==> config.mk <==
export PLATFORM = sky130hd
export DESIGN_NAME = capture_timestamp_ctrl
export DESIGN_NICKNAME = d
export VERILOG_FILES = /design/src/rtl/capture_timestamp_ctrl.sv
export SDC_FILE = /design/constraint.sdc
export NUM_CORES = 1
export LEC_CHECK = 0
export CAP_MARGIN = 0
export CORE_MARGIN = 8
export CORE_UTILIZATION = 55
export DETAILED_ROUTE_END_ITERATION = 7
export GPL_TIMING_DRIVEN = 0
export PLACE_DENSITY = 0.86
export SKIP_LAST_GASP = 1
export SLEW_MARGIN = 30
export SYNTH_ARGS = -nofsm -noshare
export SYNTH_HDL_FRONTEND = slang
export SYNTH_SLANG_ARGS = --single-unit
==> constraint.sdc <==
create_clock -name clk_i -period 3.9 [get_ports clk_i]
set_input_delay 0.78 -clock clk_i [delete_from_list [all_inputs] [get_ports clk_i]]
set_output_delay 0.78 -clock clk_i [all_outputs]
set_load 0.02 [all_outputs]
==> src/rtl/capture_timestamp_ctrl.sv <==
// Timestamp capture controller: a start pulse arms a free-running counter, and
// capture pulses push the current count into a show-ahead FIFO with valid/ready drain.
module capture_timestamp_ctrl #(
  parameter int CNT_W = 32,
  parameter int DEPTH = 4
) (
  input  logic                     clk_i,
  input  logic                     rst_an_i,
  input  logic                     rst_i,
  input  logic                     start_pulse_i,
  input  logic                     capture_pulse_i,
  input  logic                     rst_capture_pulse_i,
  output logic [CNT_W-1:0]         ts_data_o,
  output logic                     ts_valid_o,
  input  logic                     ts_ready_i,
  output logic [$clog2(DEPTH):0]   fifo_count_o,
  output logic                     running_o,
  output logic                     wrap_o,
  output logic                     overflow_o
);

  localparam int AW = $clog2(DEPTH);
  localparam int CW = AW + 1;
  localparam logic [AW:0] FULL_C = CW'(DEPTH);

  typedef enum logic {IDLE, RUNNING} state_e;

  state_e           state_q, state_d;
  logic [CNT_W-1:0] cnt_q, cnt_d;
  logic [CNT_W-1:0] mem_q [DEPTH];
  logic [AW-1:0]    wr_ptr_q, wr_ptr_d;
  logic [AW-1:0]    rd_ptr_q, rd_ptr_d;
  logic [AW:0]      count_q, count_d;
  logic             wrap_q, wrap_d;
  logic             ovf_q, ovf_d;
  logic [CNT_W-1:0] data_q, data_d;
  logic             empty, full, pop, push_req, push;

  always_comb begin
    state_d  = state_q;
    cnt_d    = cnt_q;
    wr_ptr_d = wr_ptr_q;
    rd_ptr_d = rd_ptr_q;
    count_d  = count_q;
    wrap_d   = wrap_q;
    ovf_d    = ovf_q;
    data_d   = data_q;

    empty    = (count_q == '0);
    full     = (count_q == FULL_C);
    pop      = !empty && ts_ready_i && !rst_capture_pulse_i;
    push_req = capture_pulse_i && (state_q == RUNNING) && !rst_capture_pulse_i;
    // A full FIFO still accepts a push when the head leaves in the same cycle
    push     = push_req && (!full || pop);

    if (rst_capture_pulse_i) begin
      state_d  = IDLE;
      cnt_d    = '0;
      wr_ptr_d = '0;
      rd_ptr_d = '0;
      count_d  = '0;
      wrap_d   = 1'b0;
      ovf_d    = 1'b0;
    end else begin
      if (start_pulse_i) begin
        state_d = RUNNING;
        cnt_d   = '0;
        wrap_d  = 1'b0;
      end else if (state_q == RUNNING) begin
        cnt_d = cnt_q + 1'b1;
        if (&cnt_q) wrap_d = 1'b1;
      end else begin
        cnt_d = '0;
      end

      if (push_req && full && !pop) ovf_d = 1'b1;
      if (pop)  rd_ptr_d = rd_ptr_q + 1'b1;
      if (push) wr_ptr_d = wr_ptr_q + 1'b1;
      count_d = count_q + CW'(push) - CW'(pop);

      // Registered head: bypass the incoming value when it lands in the head slot
      if (count_d != '0) begin
        data_d = (push && (wr_ptr_q == rd_ptr_d)) ? cnt_q : mem_q[rd_ptr_d];
      end
    end
  end

  always_ff @(posedge clk_i or negedge rst_an_i) begin
    if (!rst_an_i) begin
      state_q  <= IDLE;
      cnt_q    <= '0;
      wr_ptr_q <= '0;
      rd_ptr_q <= '0;
      count_q  <= '0;
      wrap_q   <= 1'b0;
      ovf_q    <= 1'b0;
      data_q   <= '0;
    end else if (rst_i) begin
      state_q  <= IDLE;
      cnt_q    <= '0;
      wr_ptr_q <= '0;
      rd_ptr_q <= '0;
      count_q  <= '0;
      wrap_q   <= 1'b0;
      ovf_q    <= 1'b0;
      data_q   <= '0;
    end else begin
      state_q  <= state_d;
      cnt_q    <= cnt_d;
      wr_ptr_q <= wr_ptr_d;
      rd_ptr_q <= rd_ptr_d;
      count_q  <= count_d;
      wrap_q   <= wrap_d;
      ovf_q    <= ovf_d;
      data_q   <= data_d;
    end
  end

  // Storage needs no reset: pointers and count define which entries are live
  always_ff @(posedge clk_i) begin
    if (push) mem_q[wr_ptr_q] <= cnt_q;
  end

  assign ts_data_o    = data_q;
  assign ts_valid_o   = (count_q != '0);
  assign fifo_count_o = count_q;
  assign running_o    = (state_q == RUNNING);
  assign wrap_o       = wrap_q;
  assign overflow_o   = ovf_q;

endmodule
==> summary.txt, run 1 <==
Status
  – Status: complete, but fails checks
  – Failing checks: design-rule violations

Drt
  – Post-DRT Antenna Nets: 0
  – Via density: 7.16
  – Post-route DRC: 1
  – Final wirelength: 30,000 µm
  – DR vias: 8,757
  – Starting DRC count in detailed routing: 1,421
  – Average wire per standard cell: 24.6 µm
  – Initial DRT Pass Iterations: 8

GRT
  – Pin count of the biggest net entering global routing: 40
  – Grt ovf: 0
  – Initial antenna violation count: 0
  – Total GRT Usage: 25.9%
  – Global-route wire length before repair: 46,300 µm
  – Vias in the first global route: 8,455

STA
  – RSZ-0062 raised after global routing: true
  – Clock skew: 0.0134 ns
  – Achievable frequency: 262 MHz
  – Slew Viols, Final: 0
  – Final Cycle Share: 97.7%
  – Measured slew at the worst slew-check pin: 0.809 ns
  – Fin. Hold Viols: 0
  – Final setup violation count: 0
  – Worst slew margin: 45.6%
  – Tmin final: 3.81 ns

Worst setup path
  – Worst Path Class, Setup: input port to register
  – Worst EP required: 4.25 ns
  – CP startpoint kind: input port
  – Critical Path Fanout Max: 10
  – Crit end category: register
  – Crit path DAT: 4.16 ns

Yosys
  – Synth area leaders: edfxtp_1, dfrtp_1, nand4_1
  – Library cells used by synthesis: 49
  – Synth Instances: 908
  – Top cell type's share of synthesized area: 38.2%
  – Synth warnings: 0
  – Post-Syn Area per Cell: 11.1 µm²
  – Number of synthesized flops with an enable pin: 128
  – Sequential area share after synthesis: 56.6%
  – Cell taking the most area after synthesis: edfxtp_1
  – #FFs+latches synth: 202
  – Netlist Area Pre-Place: 10,100 µm²
  – Ys async rst share: 36.6%
  – Post-Syn Nets: 923
  – Primary FF master, synth: edfxtp_1

Power
  – Pwr dens: 392 nW/µm²
  – Leak Pwr: 3.89 nW
  – Internal power: 3.63 mW
  – Psw: 973 µW
  – Sequential power share: 49.7%
  – Worst VDD drop: 0.443 mV
  – Clock power frac: 45.9%
  – Sw Share: 21.1%
  – Combinational power share: 4.4%

Placed design
  – IO buf count: 45
  – Hpwl dp: 19,400 µm
  – Dpl cell area: 10,900 µm²
  – GPL Wtd Cong: 0.942

Layout
  – Post-layout util: 65.3%
  – Fraction of layout cells with a size suffix above 1: 10.6%
  – Commonest non-fill, non-tap cell in the layout: edfxtp_1
  – Syn-to-layout area delta: 16.5%
  – Nets: 995
  – Final Cell Area: 11,700 µm²
  – Diode count: 0
  – Commonest cells after routing, fill and taps aside: edfxtp_1, nand2_1, nand4_1, dfrtp_1, clkbuf_1
  – Fillers: 1,308

Clock tree
  – Worst skew pair latency: 0.50 ns
  – CTS tree: yes
  – Maximum clock insertion buffer count: 3
  – Root Driver: clkbuf_16
  – Number of setup buffers added after CTS: 0
  – Clock transition at the registers of the reported paths: 0.06 ns
  – # hold bufs at CTS: 0
  – Num CTS Buffers: 20
  – H-tree levels: 1
  – # resized after CTS: 21
  – Number of clock sinks: 202

Floorplanning
  – Total core area: 18,000 µm²
  – Starting Density: 56.1%
  – Die area: 22,900 µm²
  – Die Y: 151 µm
  – I/O Pins: 46
  – FP Rows: 49
  – Die width: 151 µm

Hold path
  – Hold WC Path Type: input port to async pin

Job
  – Total of max-cap violations: 0
-- cells in the mapped netlist, drive strengths merged, types with 3 or more instances --
master     n
mux2      32
o21ai      9
xnor2     17
dfrtp     74
or3        5
o221ai    32
clkbuf    74
nor3      12
nor2      44
edfxtp   128
nor4       5
nand2    108
and2       5
nand3     11
xor2       6
nor2b      4
inv       12
buf       19
a21boi    32
o2111ai   33
ha         7
o22ai     32
o211ai    63
and3       7
nand3b     3
a21oi     12
nand4    102
or4        3
-- final cells by class --
type                            count  area [µm²]  share of cell area [%]
Multi-Input combinational cell    600        4030                    34.3
Clock buffer                       29         576                    4.90
Timing Repair Buffer               50         578                    4.92
Sequential cell                   202        5700                    48.5
Clock inverter                      7         139                    1.18
Tap cell                          229         287                    2.44
Buffer                             93         389                    3.32
Inverter                           13        48.8                   0.416
-- layer usage --
layer | track usage [%] | vias to the layer above | share of wire, %
li1 | - | 3685 | -
met1 | 32.1 | 4137 | 36
met2 | 41.2 | 769 | 46
met3 | 6.87 | 166 | 13
met4 | 13.0 | 0 | 4.9
met5 | 0 | - | 0
-- registers in the layout, summed over array words and instances (netlist names) --
| name | count |
|---|---|
| ts_data_o | 32 |
| rd_ptr_q | 2 |
| wrap_o | 1 |
| mem_q | 128 |
| cnt_q | 32 |
| running_o | 1 |
| fifo_count_o | 3 |
| overflow_o | 1 |
| wr_ptr_q | 2 |
-- power groups by stage --
| stage | sequential [mW] | combinational, mW | clock (mW) |
|---|---|---|---|
| after floorplan | 2.35 | 0.0831 | 0 |
| after global placement | 2.33 | 0.186 | 0 |
| after global routing | 2.29 | 0.215 | 2.19 |
| after CTS | 2.29 | 0.198 | 2.11 |
| final | 2.29 | 0.204 | 2.11 |
| after detailed placement | 2.33 | 0.193 | 0 |
-- logic make-up after synthesis --
family / share of synthesized area, %
and+or+nand+nor: 16.3
AOI/OAI and AO/OA: 15.9
DFF: 56.6
buffers and inverters: 4.09
muxes: 3.68
xor gates and xnor gates: 2.45
adders and majority gates: 1.07
-- worst paths after layout --
check,start,cells after the start,endpoint,slack [ns]
hold reg to reg,ts_data_o[0],2,ts_data_o[0],0.49
max in group asynchronous,rst_an_i,2,ts_data_o[10],3.07
setup reg to reg,fifo_count_o[2],12,ts_data_o[22],0.28
min in group clk_i,ts_data_o[0],2,ts_data_o[0],0.49
hold / removal,rst_an_i,1,cnt_q[28],0.24
setup / recovery,rst_capture_pulse_i,13,ts_data_o[22],0.09
-- through the flow --
step	std cells	power, mW	setup slack, ns	hold WS, ns	TNS (ns)
after floorplan	908	2.43	0.493	0.484	0
after global placement	1182	2.52	-1.12	0.475	-78.00
after detailed placement	1187	2.53	-1.22	0.474	-34.38
after CTS	1223	4.60	0.0304	0.252	0
after global routing	1223	4.69	-0.0411	0.273	-0.108
final	1223	4.61	0.0888	0.238	0
-- worst max-delay path: stages --
cell	delay, ns
clkdlybuf4s50_1	0.52
nand2b_2	0.29
nor2_4	0.17
clkbuf_4	0.27
ha_1	0.27
inv_1	0.06
ha_1	0.14
inv_1	0.05
fa_1	0.50
nor2b_2	0.27
a21o_1	0.33
clkbuf_4	0.31
o221ai_1	0.18
No activity file was read; power rests on OpenSTA's default activity.
==> inputs of run 2 (changes only) <==
--- a/config.mk
+++ b/config.mk
@@ -7,10 +7,10 @@
 export LEC_CHECK = 0
 export CAP_MARGIN = 0
 export CORE_MARGIN = 8
-export CORE_UTILIZATION = 55
+export CORE_UTILIZATION = 56
 export DETAILED_ROUTE_END_ITERATION = 7
 export GPL_TIMING_DRIVEN = 0
-export PLACE_DENSITY = 0.86
+export PLACE_DENSITY = 0.87
 export SKIP_LAST_GASP = 1
 export SLEW_MARGIN = 30
 export SYNTH_ARGS = -nofsm -noshare
==> run 2 against run 1 <==
The flow now finishes without violations. Clock power decreased by 7%. Power is 3.1% lower. Via count fell by 1.7%. Core utilization up 0.42 points. Largest cell class unchanged.
==> summary.txt, run 2 (synthesis results as in run 1) <==
Layout
  – Nets: 997 (+0.20%)
  – Non-filler cells, final: 1,225 (+0.16%)
  – Commonest non-fill, non-tap cell in the layout: edfxtp_1
  – Largest register FFs: 128 (unchanged)
  – Fraction of layout cells with a size suffix above 1: 10.8% (+0.28 points)
  – Commonest cells after routing, fill and taps aside: edfxtp_1, nand2_1, nand4_1, dfrtp_1, clkbuf_1
  – Diode count: 0 (unchanged)
  – Reg with most FFs: mem_q
  – Syn-to-layout area delta: 16.1%
  – Post-layout util: 65.8% (+0.42 points)

STA
  – Clock skew: 0.0133 ns (-0.0000384 ns)
  – Fin. Hold Viols: 0 (unchanged)
  – Final Cycle Share: 96.1% (-1.7 points)
  – Achievable frequency: 267 MHz (+1.7%)
  – Final setup violation count: 0 (unchanged)
  – Tmin final: 3.75 ns (-0.0645 ns)
  – Slew Viols, Final: 0 (unchanged)
  – Measured slew at the worst slew-check pin: 0.909 ns (+0.0995 ns)
  – RSZ-0062 raised after global routing: false
  – Worst slew margin: 38.9% (-6.7 points)

GRT
  – Total GRT Usage: 25.6% (-0.30 points)
  – Grt ovf: 0 (unchanged)
  – Initial antenna violation count: 0 (unchanged)
  – Pin count of the biggest net entering global routing: 42 (+5.0%)
  – Global-route wire length before repair: 45,300 µm (-2.1%)
  – Vias in the first global route: 8,309 (-1.7%)

Drt
  – Post-DRT Antenna Nets: 0 (unchanged)
  – Via density: 7.03 (-1.8%)
  – Final wirelength: 29,000 µm (-3.3%)
  – Average wire per standard cell: 23.7 µm (-3.5%)
  – Initial DRT Pass Iterations: 5 (-3)
  – Starting DRC count in detailed routing: 1,407 (-0.99%)
  – DR vias: 8,612 (-1.7%)
  – Post-route DRC: 0 (-1)

Worst setup path
  – Worst Path Class, Setup: input port to register
  – Crit path DAT: 4.10 ns (-0.06 ns)
  – Critical Path Fanout Max: 10 (unchanged)
  – Slowest-stage cell, CP: clkdlybuf4s50_1
  – CP startpoint kind: input port
  – Max incr delay on CP: 0.51 ns (about the same)
  – Cell Chain, Critical Path: clkdlybuf4s50_1 -> nand2b_1 -> nor2_4 -> clkbuf_4 -> ha_1 -> inv_1 -> ha_1 -> inv_1 -> fa_1 -> nor2b_2 -> a21o_1 -> clkbuf_4 -> o221ai_1
  – Crit end category: register
  – Worst EP required: 4.26 ns (about the same)

Clock tree
  – H-tree levels: 1 (unchanged)
  – Root Driver: clkbuf_16
  – Clock transition at the registers of the reported paths: 0.06 ns (about the same)
  – Number of clock sinks: 202 (unchanged)
  – Num CTS Buffers: 21 (+5.0%)
  – CTS tree: yes
  – Maximum clock insertion buffer count: 3 (unchanged)
  – Worst skew pair latency: 0.51 ns (about the same)

Floorplanning
  – FP Rows: 49 (unchanged)
  – Starting Density: 56.6% (+0.58 points)
  – I/O Pins: 46 (unchanged)
  – Total core area: 17,800 µm² (-1.0%)
  – Die area: 22,500 µm² (-1.6%)
  – Die width: 150 µm (-0.80%)
  – Die Y: 150 µm (-0.80%)

Placed design
  – Hpwl dp: 18,900 µm (-2.3%)
  – IO buf count: 45 (unchanged)
  – GPL Wtd Cong: 0.933 (-0.93%)
  – Dpl cells: 1,187 (unchanged)

Hold path
  – Hold WC Path Type: input port to async pin

Job
  – Total of max-cap violations: 0 (unchanged)

Power
  – Leak Pwr: 3.88 nW (-0.35%)
  – Pwr dens: 382 nW/µm² (-2.8%)
  – Worst VDD drop: 0.288 mV (-35%)

Status
  – Status: finished, final reports clean
run 2: cell types whose count changed in the layout (fill, tap and decap cells not counted), moves of 2 or more:
cell       before  now
clkbuf_1       70   65
clkinv_2        2    7
clkinv_1        1    4
buf_2           8    6
bufinv_16       4    2
run 2: per-stage QoR:
stage / setup slack (ns) / cell area, µm² / TNS (ns) / power, mW / hold WS [ns]
after floorplan: 0.493 / 10100 / 0 / 2.43 / 0.484
after global placement: -1.14 / 10800 / -75.42 / 2.52 / 0.473
after detailed placement: -1.23 / 10900 / -34.68 / 2.52 / 0.474
after CTS: 0.00567 / 11600 / 0 / 4.45 / 0.249
after global routing: 0.0120 / 11700 / 0 / 4.55 / 0.276
final: 0.153 / 11700 / 0 / 4.46 / 0.229
run 2: critical path, delay by kind of cell:
family          cells  cell delay (ns)
compound gates      2             0.49
simple gates        3             0.74
buf+inv             5             1.20
fa+ha+maj           3             0.89
run 2: path summary, 6_finish.rpt:
check	start	endpoint	slack (ns)	cells after the start
worst max-delay path	rst_capture_pulse_i	ts_data_o[27]	0.15	13
worst min-delay path	rst_an_i	ts_data_o[23]	0.23	1
worst max register to register	fifo_count_o[2]	ts_data_o[27]	0.42	12
worst min register to register	ts_data_o[8]	ts_data_o[8]	0.49	2
max in group asynchronous	rst_an_i	ts_data_o[9]	3.07	2
min in group clk_i	ts_data_o[8]	ts_data_o[8]	0.49	2
run 2: area by class of cell:
cell class                 instances  area, µm²
fill                            1272       6090
sequential                       202       5700
multi-input combinational        600       4020
timing repair buffer              51        586
clock buffer                      23        543
buffer                            93        392
tap                              229        287
clock inverter                    14        123
inverter                          13       48.8
run 2: where the power goes:
group          internal, mW  switching (mW)
Clock                  1.14           0.831
Combinational        0.0623           0.140
Sequential             2.28          0.0128
Total                  3.48           0.984
run 2: layer usage:
layer  share of wire [%]  GRT usage, %
met5                   0             0
met1                  37          33.1
met4                 3.9          11.3
met3                  13          6.34
met2                  46          40.3
run 2: timing repair:
item,4_1_cts,5_1_grt
pin swaps,0,1
endpoints found under the setup margin,33,31
resized for setup,14,21
hold buffers,0,0
setup buffers,0,1
==> RTL change, RTL diff (config.mk and constraints of run 2) <==
`DEPTH`: 4 -> 8.
--- a/src/rtl/capture_timestamp_ctrl.sv
+++ b/src/rtl/capture_timestamp_ctrl.sv
@@ -2,7 +2,7 @@
 // capture pulses push the current count into a show-ahead FIFO with valid/ready drain.
 module capture_timestamp_ctrl #(
   parameter int CNT_W = 32,
-  parameter int DEPTH = 4
+  parameter int DEPTH = 8
 ) (
   input  logic                     clk_i,
   input  logic                     rst_an_i,
Ports: changed (resized fifo_count_o); port bits go from 46 to 47. No check against the original RTL was run, so the function may have changed too.
==> RTL change against run 2 <==
Register-to-register slack got worse by 230 ps; count of clock-buffer cells in the layout up 21; final area up 63%; critical path depth is 3 higher; worst hold slack worse by 120 ps; power rose by 65%; via count up 35%; worst setup slack improved by 33 ps; synthesized area grew 64%; routed wire length is 56% higher; sequential cell count up 131; cell count rose by 48%; critical endpoint is now ts_data_o[19].
==> RTL change: results (changes against run 2) <==
* Register-to-Register Path Depth: 16 (+4)
- The net total in the final layout is 1417 (+42%).
- The share of the yosys chip area belonging to registers was 58.1% (+1.6 points).
- The worst hold path belongs to the class input pin to async pin.
* Largest net degree at the start of global routing: 62 (+48%)
* Antenna violations before repair: 0 (unchanged)
* Flip-flop count of the largest register after layout: 256 (+100%)
- Clock latency on the worst-skew pair, taken at its later pin, is 520 ps.
* Wire length of the first global-routing pass: 68700 um (+52%)
- The transition time at the pin with the least slew margin came to 890 ps (-18.8 ps).
* Startpoint of the most critical register-to-register path: fifo_count_o[2]
* Number of vias after detailed routing: 11600 (+35%)
* Number of enable flip-flop cells after synthesis: 256 (+100%)
* Drt total wl: 45200 um (+56%)
- The fraction of final layout cells with drive strength greater than 1 was 14.1% (+3.2 points).
- The maximum level of the CTS H-tree is 2 (+1).
* Final design utilization: 64.9% (-0.84 points)
- Clock-pin transition on the worst setup and hold timing paths: 60 ps (about the same)
* Synth cell types: 58 (+18%)
- The arrival time of data at the critical path endpoint is 4130 ps (+30 ps).
- The reg-to-reg setup timing slack was 190 ps (-230 ps).
* CP top delay family: simple AND/OR/NAND/NOR gates
- The detailed-routing iteration count for the pre-antenna-repair pass was 6 (+1).
* Buffers from clock root to sink, at most: 3 (unchanged)
- By count the netlist is led by 283 x mux2i_1, 256 x edfxtp_1, 148 x nand2_1.
- CTS placed an instance of clkbuf_16 at the clock tree root.
- The fraction of synthesis flops using an asynchronous set or reset pin is 23.1% (-14 points).
- The total nets after synthesis was 1310 (+42%).
- Final global-route overflow total: 0 (unchanged)
- The number of antenna diodes came to 0 (unchanged).
- Most flops, register: mem_q
* CP peak stage delay: 500 ps
- The number of clock buffers inserted by TritonCTS came to 35 (+67%).
- The final worst clock skew came to 14.1 ps (+0.768 ps).
- Crit-path max FO: 19 (+9)
* Filler cell count: 2079 (+63%)
* Hold Worst Slack: 108 ps (-121 ps)
- Aggregate global-route resource usage: 24.9% (-0.70 points)
* LEAKAGE: 6.31 nW (+63%)
- Maximum ir drop on the vdd rail: 0.383 mV (+33%)
- Final weighted congestion in routability-driven placement: 0.864 (-7.4%)
- The flow ran to the end, and the final reports show no timing, DRC or antenna violations.
- The port buffer count was 46 (+2.2%).
- Slowest-stage cell, CP: fa_1
* Detail Placement HPWL: 30000 um (+58%)
- Placed instance area: 0.0179 sq mm (+63%)
- Synthesis warning total: 0 (unchanged)
- Ranked by total cell area, the synthesized netlist is headed by edfxtp_1 46%, mux2i_1 17%, dfrtp_1 12%, nand2_1 3.4%, o32ai_2 3.1%.
* End of the worst register-to-register path: ts_data_o[19]
* Final setup TNS: 0 ps (unchanged)
- The initial detailed-routing violation count was 1501 (+6.7%).
==> RTL change: worst reg2reg max path, delay by kind of cell, from the launching register on <==
kind | cells | cell delay, ps
flip-flops | 1 | 370
AO/OA/AOI/OAI | 2 | 270
AND/OR/NAND/NOR | 6 | 1210
adder cells (fa/ha/maj) | 3 | 870
buffers and inverters | 5 | 900
==> RTL change: power breakdown <==
part           switching [mW]  total [mW]  internal (mW)
Clock                    1.39        3.25           1.86
Combinational           0.169       0.287          0.118
Sequential             0.0185        3.83           3.81
Total                    1.57        7.36           5.79
==> RTL change: how the worst max path moves through the flow <==
stage | start | endpoint | slack (ps) | depth (start not counted)
global route | fifo_count_o[2] | ts_data_o[18] | 10 | 16
global placement | rst_capture_pulse_i | mem_q[4][17] | -3170 | 6
CTS | rst_capture_pulse_i | ts_data_o[18] | 10 | 14
detailed placement | rst_capture_pulse_i | ts_data_o[19] | -1870 | 16
finish | fifo_count_o[2] | ts_data_o[19] | 190 | 16
floorplan | rst_capture_pulse_i | mem_q[4][0] | -420 | 5
==> RTL change: logic make-up after synthesis <==
| kind of cell | after synthesis | synth area share [%] |
|---|---|---|
| xor gates and xnor gates | 33 | 1.75 |
| AOI/OAI and AO/OA | 125 | 7.11 |
| and+or+nand+nor | 377 | 11.2 |
| muxes | 286 | 17.5 |
| adders and majority gates | 9 | 0.726 |
| DFF | 333 | 58.1 |
| buffers and inverters | 131 | 3.62 |
==> RTL change: per-layer routing <==
metal | GRT usage [%] | part of all wire [%] | routed length, um | vias up
met5 | 0 | 0 | 0 | -
met4 | 11.9 | 4.4 | 1990 | 0
met3 | 4.92 | 9.9 | 4480 | 169
met2 | 40.8 | 48 | 21700 | 784
met1 | 31.4 | 38 | 17000 | 5655
li1 | - | - | - | 5036
==> RTL change: what timing repair did <==
action / 4_1_cts / 5_1_grt
pin swaps: 1 / 1
gates resized for setup: 16 / 4
setup endpoints to repair: 32 / 30
setup buffers: 1 / 2
==> RTL change: final cells by class <==
type                       instances  area share, %
clock inverter                    19          0.710
multi-input combinational        830           33.6
timing repair buffer              73           4.16
tap                              390           2.56
clock buffer                      44           5.16
inverter                          44          0.868
sequential                       333           50.5
buffer                            84           2.38
==> RTL change: metrics by stage <==
stage / std cells / setup slack (ps)
after global placement: 1730 / -3170
after CTS: 1815 / 14.3
after floorplan: 1294 / -417
final: 1817 / 187
after detailed placement: 1754 / -1870
after global routing: 1817 / 14.2
